`config.mk`:
```
export PLATFORM = sky130hd
export DESIGN_NAME = led_fade_driver
export DESIGN_NICKNAME = d
export VERILOG_FILES = /design/src/rtl/led_pkg.sv /design/src/rtl/led_fade_channel.sv /design/src/rtl/led_fade_driver.sv
export SDC_FILE = /design/constraint.sdc
export NUM_CORES = 1
export LEC_CHECK = 0
export ABC_CLOCK_PERIOD_IN_PS = 3500
export CAP_MARGIN = 15
export CORE_MARGIN = 5
export CORE_UTILIZATION = 25
export DETAILED_ROUTE_END_ITERATION = 8
export PLACE_DENSITY = 0.5
export SYNTH_ARGS = -nofsm -noshare
export SYNTH_HDL_FRONTEND = slang
export SYNTH_HIERARCHICAL = 1
export SYNTH_SLANG_ARGS = --single-unit
```
`constraint.sdc`:
```
create_clock -name i_clk -period 3.5 [get_ports i_clk]
set_input_delay 0.7 -clock i_clk [delete_from_list [all_inputs] [get_ports i_clk]]
set_output_delay 0.7 -clock i_clk [all_outputs]
set_load 0.02 [all_outputs]
```
`src/rtl/led_pkg.sv`:
```
// Shared constants and types for the LED fade driver.
package led_pkg;

  localparam int unsigned LED_N_LEDS   = 16;
  localparam int unsigned LED_PWM_BITS = 8;
  localparam int unsigned CLK_HZ       = 100_000_000;
  localparam int unsigned LED_PWM_DIV  = 16;
  localparam int unsigned LED_FADE_DIV = 390_625;

  typedef logic [LED_PWM_BITS-1:0] led_level_t;

endpackage

```
`src/rtl/led_fade_channel.sv`:
```
// One LED channel: level register with instant attack and linear decay, optional
// square-law gamma on the duty value, and the PWM comparator.
// Build option: define LED_FADE_GAMMA_EN for duty = (level*level) >> PWM_BITS.
module led_fade_channel
  import led_pkg::*;
#(
  parameter int unsigned PWM_BITS = LED_PWM_BITS
) (
  input  logic                i_clk,
  input  logic                i_rst,
  input  logic [PWM_BITS-1:0] i_target,
  input  logic                i_fade_tick,
  input  logic [PWM_BITS-1:0] i_pwm_cnt,
  output logic                o_led,
  output logic                o_match
);

  logic [PWM_BITS-1:0] level_q, level_d;
  logic [PWM_BITS-1:0] duty;
  logic                led_q;

  // Attack beats decay; decay only moves toward the target, so it never undershoots.
  always_comb begin
    level_d = level_q;
    if (level_q < i_target) begin
      level_d = i_target;
    end else if ((level_q > i_target) && i_fade_tick) begin
      level_d = level_q - PWM_BITS'(1);
    end
  end

`ifdef LED_FADE_GAMMA_EN
  logic [2*PWM_BITS-1:0] level_sq;
  assign level_sq = {{PWM_BITS{1'b0}}, level_q} * {{PWM_BITS{1'b0}}, level_q};
  assign duty     = level_sq[2*PWM_BITS-1:PWM_BITS];
`else
  assign duty = level_q;
`endif

  // Level register and registered PWM output.
  always_ff @(posedge i_clk or posedge i_rst) begin
    if (i_rst) begin
      level_q <= '0;
      led_q   <= 1'b0;
    end else begin
      level_q <= level_d;
      led_q   <= (duty > i_pwm_cnt);
    end
  end

  assign o_led   = led_q;
  assign o_match = (level_q == i_target);

endmodule

```
`src/rtl/led_fade_driver.sv`:
```
// PWM LED driver with instant attack and linear decay per channel.
// Shared prescaler, PWM counter and fade tick live here; channels are replicated.
// Build option: LED_FADE_GAMMA_EN (see led_fade_channel) selects square-law duty.
module led_fade_driver
  import led_pkg::*;
#(
  parameter int unsigned N_LEDS   = LED_N_LEDS,
  parameter int unsigned PWM_BITS = LED_PWM_BITS,
  parameter int unsigned PWM_DIV  = LED_PWM_DIV,
  parameter int unsigned FADE_DIV = LED_FADE_DIV
) (
  input  logic                i_clk,
  input  logic                i_rst,
  input  logic [N_LEDS-1:0]   i_pattern,
  input  logic                i_enable,
  input  logic [PWM_BITS-1:0] i_brightness,
  output logic [N_LEDS-1:0]   o_led,
  output logic                o_idle
);

  localparam int unsigned PRESC_W = (PWM_DIV > 1) ? $clog2(PWM_DIV) : 1;
  localparam int unsigned FADE_W  = (FADE_DIV > 1) ? $clog2(FADE_DIV) : 1;
  localparam logic [PRESC_W-1:0] PRESC_MAX = PRESC_W'(PWM_DIV - 1);
  localparam logic [FADE_W-1:0]  FADE_MAX  = FADE_W'(FADE_DIV - 1);

  logic [PRESC_W-1:0]  presc_q, presc_d;
  logic [PWM_BITS-1:0] pwm_q, pwm_d;
  logic [FADE_W-1:0]   fade_q, fade_d;
  logic                presc_wrap;
  logic                fade_tick;
  logic                idle_q;
  logic [N_LEDS-1:0]   match;
  logic [PWM_BITS-1:0] target [N_LEDS];

  assign presc_wrap = (presc_q == PRESC_MAX);
  assign fade_tick  = (fade_q == FADE_MAX);

  // Free-running counters; pwm_cnt wraps naturally at its width.
  always_comb begin
    presc_d = presc_wrap ? '0 : presc_q + PRESC_W'(1);
    pwm_d   = presc_wrap ? pwm_q + PWM_BITS'(1) : pwm_q;
    fade_d  = fade_tick ? '0 : fade_q + FADE_W'(1);
  end

  // Counter and idle registers.
  always_ff @(posedge i_clk or posedge i_rst) begin
    if (i_rst) begin
      presc_q <= '0;
      pwm_q   <= '0;
      fade_q  <= '0;
      idle_q  <= 1'b1;
    end else begin
      presc_q <= presc_d;
      pwm_q   <= pwm_d;
      fade_q  <= fade_d;
      idle_q  <= &match;
    end
  end

  // Target mux: unlit or disabled channels fade toward zero.
  always_comb begin
    for (int i = 0; i < N_LEDS; i++) begin
      target[i] = (i_enable && i_pattern[i]) ? i_brightness : '0;
    end
  end

  for (genvar gi = 0; gi < N_LEDS; gi++) begin : g_ch
    led_fade_channel #(
      .PWM_BITS (PWM_BITS)
    ) u_ch (
      .i_clk       (i_clk),
      .i_rst       (i_rst),
      .i_target    (target[gi]),
      .i_fade_tick (fade_tick),
      .i_pwm_cnt   (pwm_q),
      .o_led       (o_led[gi]),
      .o_match     (match[gi])
    );
  end

  assign o_idle = idle_q;

endmodule

```
==> key figures, run 1 <==
Drt
  • Final wirelength: 46500 um
  • Drt pass-1 iters: 5
  • Initial DRC count: 650
  • Vias post-DR: roughly 13000
  • Avg Vias per Cell: 4.78
  • Per-cell routed wire length: 16.8 um
  • # DRC: 0
  • Antenna violation net count after detailed routing: 0

Synth
  • Synthesized cell area: between 15000 and 20000 um^2
  • Synth Warn #: 6
  • Synth Register Bits: 176
  • Yosys cell types: 43
  • Area leader, netlist: dfrtp_1
  • Post-synthesis simple-gate area fraction: 0.202
  • Fraction of registers with async set or reset after synthesis: 1.00
  • Post-synthesis net count: 2144
  • Synth top area share: 0.261
  • Top cells by area, synth: dfrtp_1 (26%), ha_1 (21%), inv_1 (6.6%), mux2i_1 (5.8%), and3_1 (4.9%)
  • Post-synth EDFFs: 0
  • Cell with the most instances after synthesis: inv_1
  • Syn Inst Count: about 1800
  • Syn avg cell area: 9.11 um^2
  • Synth cell count leaders: inv_1 (293), ha_1 (276), dfrtp_1 (175)
  • Top FF cell, synth: dfrtp_1
  • Largest family of logic cells by synthesized area: adder cells
  • Compound-Gate Fraction of Synth Area: 0.0852
  • Adder-cell share of the synthesized area: 0.206
  • Mux cell area share after synthesis: 0.0873
  • XOR/XNOR Fraction of Synth Area: 0.0700
  • Seq/Total Area, Yosys: 0.263

Finish
  • Share of layout cells above drive strength 1: 0.0938
  • Final #Nets: 2189
  • Post-route cell area: 19000 um^2
  • Area Growth Syn to Fin: 13.4%
  • Fin util: 0.285

Pwr
  • Leakage power: 8.96 nW
  • Pwr dens: 632 nW/um^2
  • Max VDD drop: roughly 0.29 mV

Clocking
  • Root Buffer: clkbuf_16
  • Post-CTS sizing: 0
  • H-tree levels: 4
  • Num CTS Buffers: 17
  • CTS tree: built
  • Clock Tree Buf Depth: 2
  • Hold_buf cts: 0
  • Post CTS Setup Buffer Count: 0
  • Reg clk slew, reported paths: approximately 0.070 ns
  • Clk sinks: roughly 180
  • Clock Latency Late Sink: 0.45 ns

Floorplan
  • Starting density of the core: 0.251
  • Die area: 72300 um^2
  • Die W: 269 um
  • DIE HEIGHT: 269 um
  • Core area: 66800 um^2
  • Core Rows: 95
  • Io pins: 44

Timing
  • Final Hold Vio Count: 0
  • Clock Skew: 0.00947 ns
  • Fmax: between 0.3 and 0.4 GHz
  • Final slew viol count: 0
  • Actual slew at the worst max-slew pin: 1.00 ns
  • Tcrit/Tclk final: 0.821
  • Setup violators final: 0
  • Final worst slack: 0.626 ns
  • Unrepaired setup endpoints after global routing: no
  • Final TNS setup: 0 ns
  • Slew HR: 0.332
  • Minimum clock period: 2.87 ns

Global route
  • Largest net degree at the start of global routing: 69
  • Global Route Usage Sum: 0.129
  • Grt ovf: 0
  • Vias in the first global route: 13500
  • First-pass GRT wire length: 74200 um
  • Initial antenna violation count: 1

Min path
  • Min-Delay Path Class: register to register
  • Hold_sp: presc_q[3]
  • WHS Endpoint: presc_q[3]
  • Cell count of the worst hold path: 1

Worst setup path
  • Critical Path Source Type: input pin
  • Required time of the critical path: roughly 3.9 ns
  • Worst path arrival time: around 3.2 ns
  • Crit end category: register
  • Largest fanout on the critical path: 16
  • CP Class: input pin to register
  • Register-to-Register Path Depth: 8
  • Reg-to-reg slack, setup: between 0.7 and 0.8 ns
  • RR Startpoint: fade_q[12]
  • Reg2reg end: g_ch[0].u_ch/duty[7]

Place
  • Routability congestion estimate: 0.830
  • Detail Placement HPWL: 33800 um
  • Number of buffers added on ports: 43
  • Placed cell area: 18400 um^2
  • Post-place setup slack: 0.0719 ns

Run
  • Max-Cap Viols: 0

Run status
  • Outcome: completed
## layout by cell type (no fill, tap or decap), drive strengths merged, types with 17 or more instances in the layout
cell,synthesis,final
buf,35,41
nor2,62,62
xnor2,44,44
mux2i,97,97
a21oi,82,82
o31ai,17,17
nand3,60,60
o21ai,50,50
mux2,33,33
clkdlybuf4s50,0,42
nor4,19,19
nand2,55,55
ha,276,276
nor2b,49,49
nor4b,32,32
inv,293,298
and3,131,131
clkbuf,22,17
nand4,109,109
dfrtp,175,175
xor2,90,90
## sequential cells by signal, summed over array words and instances, names as in the netlist
signal,count
g_ch.u_ch/o_led,16
fade_q,19
pwm_q,8
o_idle,1
g_ch.u_ch/duty,128
presc_q,4
## critical path, stage by stage
cell and delay [ns]:
clkdlybuf4s50_1 0.54, buf_12 0.19, and3_1 0.17, inv_1 0.06, ha_1 0.29, nand4_1 0.17
or2_2 0.41, inv_1 0.14, nand4_1 0.21, nor4_1 0.32
## routing by layer
metal  up-vias  global-route usage  share of wire  wire, um
li1       6562                   -              -         -
met1      6461               0.169           0.46     21600
met2       199               0.222           0.49     22600
met3        56              0.0162          0.028      1290
met4         0              0.0412          0.022      1030
met5         -                   0              0         0
## cell families after synthesis
group                      Yosys count
AOI/OAI and AO/OA                  215
xor gates and xnor gates           134
adders and majority gates          276
muxes                              130
DFF                                176
and+or+nand+nor                    560
buffers and inverters              350
## area by class of cell
cell class	instances	area, um^2
diodes	4	10.0
clock buffers	17	425
clock inverters	14	204
fillers	6981	47800
inverters	293	1100
multi-input cells	1315	10900
flip-flops and latches	176	4410
well taps	873	1090
repair buffers	83	876
## worst max-delay path by stage
stage | end | cells after the start | startpoint | slack, ns
after floorplan | g_ch[0].u_ch/duty[0] | 11 | i_enable | 0.70
after global routing | g_ch[4].u_ch/duty[7] | 8 | fade_q[12] | 0.53
final | o_idle | 10 | i_brightness[5] | 0.63
after CTS | o_idle | 10 | i_brightness[5] | 0.56
after detailed placement | o_idle | 10 | i_brightness[5] | 0.07
after global placement | o_idle | 9 | i_pattern[12] | 0.10
## where the power goes
part           switching [W]  internal [W]
Sequential          0.000748       0.00258
Combinational        0.00333       0.00321
Clock               0.000937       0.00121
Total                0.00502       0.00699
## stage by stage
stage	hold WS [ns]	instances	total power (W)
6_report	0.495	2775	0.0120
5_1_grt	0.525	2771	0.0130
4_1_cts	0.496	2771	0.0121
3_5_place_dp	0.481	2740	0.00990
3_3_place_gp	0.465	2740	0.00977
2_1_floorplan	0.442	1841	0.00852
(Power assumes the default switching activity.)
==> run 2, diff against run 1 <==
--- a/config.mk
+++ b/config.mk
@@ -5,7 +5,7 @@
 export SDC_FILE = /design/constraint.sdc
 export NUM_CORES = 1
 export LEC_CHECK = 0
-export ABC_CLOCK_PERIOD_IN_PS = 3500
+export ABC_CLOCK_PERIOD_IN_PS = 2850
 export CAP_MARGIN = 15
 export CORE_MARGIN = 5
 export CORE_UTILIZATION = 25
==> constraint.sdc (replaced) <==
create_clock -name i_clk -period 2.85 [get_ports i_clk]
set_input_delay 0.57 -clock i_clk [delete_from_list [all_inputs] [get_ports i_clk]]
set_output_delay 0.57 -clock i_clk [all_outputs]
set_load 0.02 [all_outputs]
==> run 2 against run 1 <==
Sequential power grew 24%. Core utilization grew 2.5 points. Hold slack gained 0.0075 ns. Die area is the same. Critical path depth shrank 2. Final cell count grew 7.6%. Clock power grew 18%. Setup slack lost 0.41 ns. Critical endpoint is now g_ch[4].u_ch/duty[7]. Combinational power grew 35%. Power grew 29%. Sequential share of layout area shrank 1.9 points. Highest routed layer unchanged.
==> key figures, run 2 (same netlist as run 1, synthesis figures left out) <==
Finish
  • Area Growth Syn to Fin: 23.5%
  • Final #Nets: 2401 (+9.7%)
  • Share of layout cells above drive strength 1: 0.186 (+0.0919)
  • Max reg flops: 128 (unchanged)
  • Fin cells: 2985 (+7.6%)
  • Post-route cell area: 20700 um^2 (+8.9%)
  • Commonest non-fill, non-tap cell in the layout: inv_1
  • Highest-count cells in the layout ignoring fill and taps: inv_1 (293), ha_1 (276), buf_4 (230)

Place
  • Number of buffers added on ports: 43 (unchanged)
  • Detail Placement HPWL: 37400 um (+11%)
  • Routability congestion estimate: 0.833 (+0.35%)
  • Cell count after placement: 2952 (+7.7%)
  • Placed cell area: 20100 um^2 (+9.3%)

Drt
  • Initial DRC count: 659 (+1.4%)
  • Drt pass-1 iters: 7 (+2)
  • Per-cell routed wire length: 16.3 um (-2.7%)
  • Avg Vias per Cell: 4.71 (-1.6%)
  • Antenna violation net count after detailed routing: 0 (unchanged)
  • Final wirelength: 48700 um (+4.7%)
  • # DRC: 0 (unchanged)
  • Vias post-DR: 14000 (+5.8%)

Min path
  • Hold_sp: presc_q[3]
  • Min-Delay Path Class: register to register
  • WHS Endpoint: presc_q[3]
  • Cell count of the worst hold path: 1 (unchanged)

Global route
  • Largest net degree at the start of global routing: 46 (-33%)
  • Vias in the first global route: 14800 (+9.5%)
  • Initial antenna violation count: 2 (+1)
  • Global Route Usage Sum: 0.137 (+0.00772)
  • Grt ovf: 0 (unchanged)
  • First-pass GRT wire length: 79200 um (+6.8%)

Worst setup path
  • CP Class: register to register
  • Largest fanout on the critical path: 45 (+29)
  • Worst path arrival time: 3.01 ns (-0.22 ns)
  • Buf/Inv on CP: 1 (-3)
  • Crit end category: register
  • Worst-path cell chain: and4_4, nand3_1, nor3_4, buf_12, nor4b_1, nand4_1, xor2_1, mux2i_1
  • Register-to-Register Path Depth: 8 (unchanged)
  • Slowest cell delay on critical path: 0.53 ns (about the same)
  • Critical Path Source Type: register
  • RR Startpoint: fade_q[5]
  • Reg-to-reg slack, setup: 0.22 ns (-0.54 ns)
  • Required time of the critical path: 3.23 ns (-0.63 ns)
  • CP top delay family: simple AND/OR/NAND/NOR gates
  • Reg2reg end: g_ch[4].u_ch/duty[7]
  • CP max-delay cell: nor4b_1

Clocking
  • Clk sinks: 176 (unchanged)
  • Hold_buf cts: 0 (unchanged)
  • Post CTS Setup Buffer Count: 0 (unchanged)
  • Clock Tree Buf Depth: 2 (unchanged)
  • H-tree levels: 4 (unchanged)
  • Num CTS Buffers: 17 (unchanged)
  • Root Buffer: clkbuf_16
  • Reg clk slew, reported paths: 0.08 ns (about the same)
  • Post-CTS sizing: 0 (unchanged)
  • CTS tree: built
  • Clock Latency Late Sink: 0.46 ns (about the same)

Timing
  • Slew HR: 0.417 (+0.0845)
  • Unrepaired setup endpoints after global routing: no
  • Tcrit/Tclk final: 0.923
  • Final Hold Vio Count: 0 (unchanged)
  • Setup violators final: 0 (unchanged)
  • Fmax: 0.380 GHz
  • Final TNS setup: 0 ns (unchanged)
  • Actual slew at the worst max-slew pin: 0.875 ns (-0.126 ns)
  • Minimum clock period: 2.63 ns
  • Final slew viol count: 0 (unchanged)
  • Clock Skew: 0.0123 ns (+0.00282 ns)

Floorplan
  • Core Rows: 95 (unchanged)
  • Die W: 269 um (unchanged)
  • Io pins: 44 (unchanged)
  • Die area: 72300 um^2 (unchanged)
  • Starting density of the core: 0.251 (unchanged)
  • Core area: 66800 um^2 (unchanged)
  • DIE HEIGHT: 269 um (unchanged)

Pwr
  • Leakage power: 9.96 nW (+11%)
  • Pwr dens: 746 nW/um^2 (+18%)
  • Max VDD drop: 0.348 mV (+20%)

Run
  • Max-Cap Viols: 0 (unchanged)

Run status
  • Outcome: completed
run 2: cell types whose count changed in the layout (fill, tap and decap cells not counted):
| cell | before | now |
|---|---|---|
| buf_12 | 12 | 22 |
| bufinv_16 | 4 | 2 |
| diode_2 | 4 | 1 |
| buf_4 | 28 | 230 |
| nor4b_1 | 32 | 31 |
| clkinv_4 | 2 | 3 |
| nor4b_2 | 0 | 1 |
| inv_8 | 0 | 2 |
run 2: cell type report:
type | count | area [um^2]
clock inverters | 15 | 175
flip-flops and latches | 176 | 4410
well taps | 873 | 1090
fillers | 6940 | 46100
clock buffers | 17 | 425
diodes | 1 | 2.50
multi-input cells | 1315 | 10900
repair buffers | 295 | 2590
inverters | 293 | 1100
run 2: worst max-delay path by stage:
stage,from,to,slack (ns),depth (start not counted)
2_1_floorplan,i_enable,g_ch[0].u_ch/duty[0],0.18,11
3_3_place_gp,i_brightness[7],o_idle,-0.23,11
3_5_place_dp,i_brightness[7],o_idle,-0.23,11
4_1_cts,fade_q[5],g_ch[4].u_ch/duty[7],0.20,8
5_1_grt,fade_q[12],g_ch[4].u_ch/duty[7],0.003,8
6_report,fade_q[5],g_ch[4].u_ch/duty[7],0.22,8
run 2: report_power, final:
group	total (W)	switching (W)	internal, W
clock network	0.00252	0.00119	0.00132
logic	0.00882	0.00424	0.00458
registers	0.00411	0.000946	0.00316
total	0.0154	0.00638	0.00906
run 2: metal layers:
metal  vias to the layer above  GRT usage  part of all wire
li1                       6985          -                 -
met1                      6851      0.177              0.47
met2                       157      0.241              0.49
met3                        56     0.0152             0.023
met4                         0     0.0409             0.024
met5                         -          0                 0
run 2: through the flow:
stage	util	hold WS [ns]	power, W	worst slack, ns
2_1_floorplan	-	0.398	0.0105	0.184
3_3_place_gp	0.301	0.464	0.0128	-0.228
3_5_place_dp	0.301	0.496	0.0130	-0.227
4_1_cts	0.310	0.508	0.0156	0.197
5_1_grt	0.310	0.522	0.0168	0.00257
6_report	0.310	0.502	0.0154	0.219
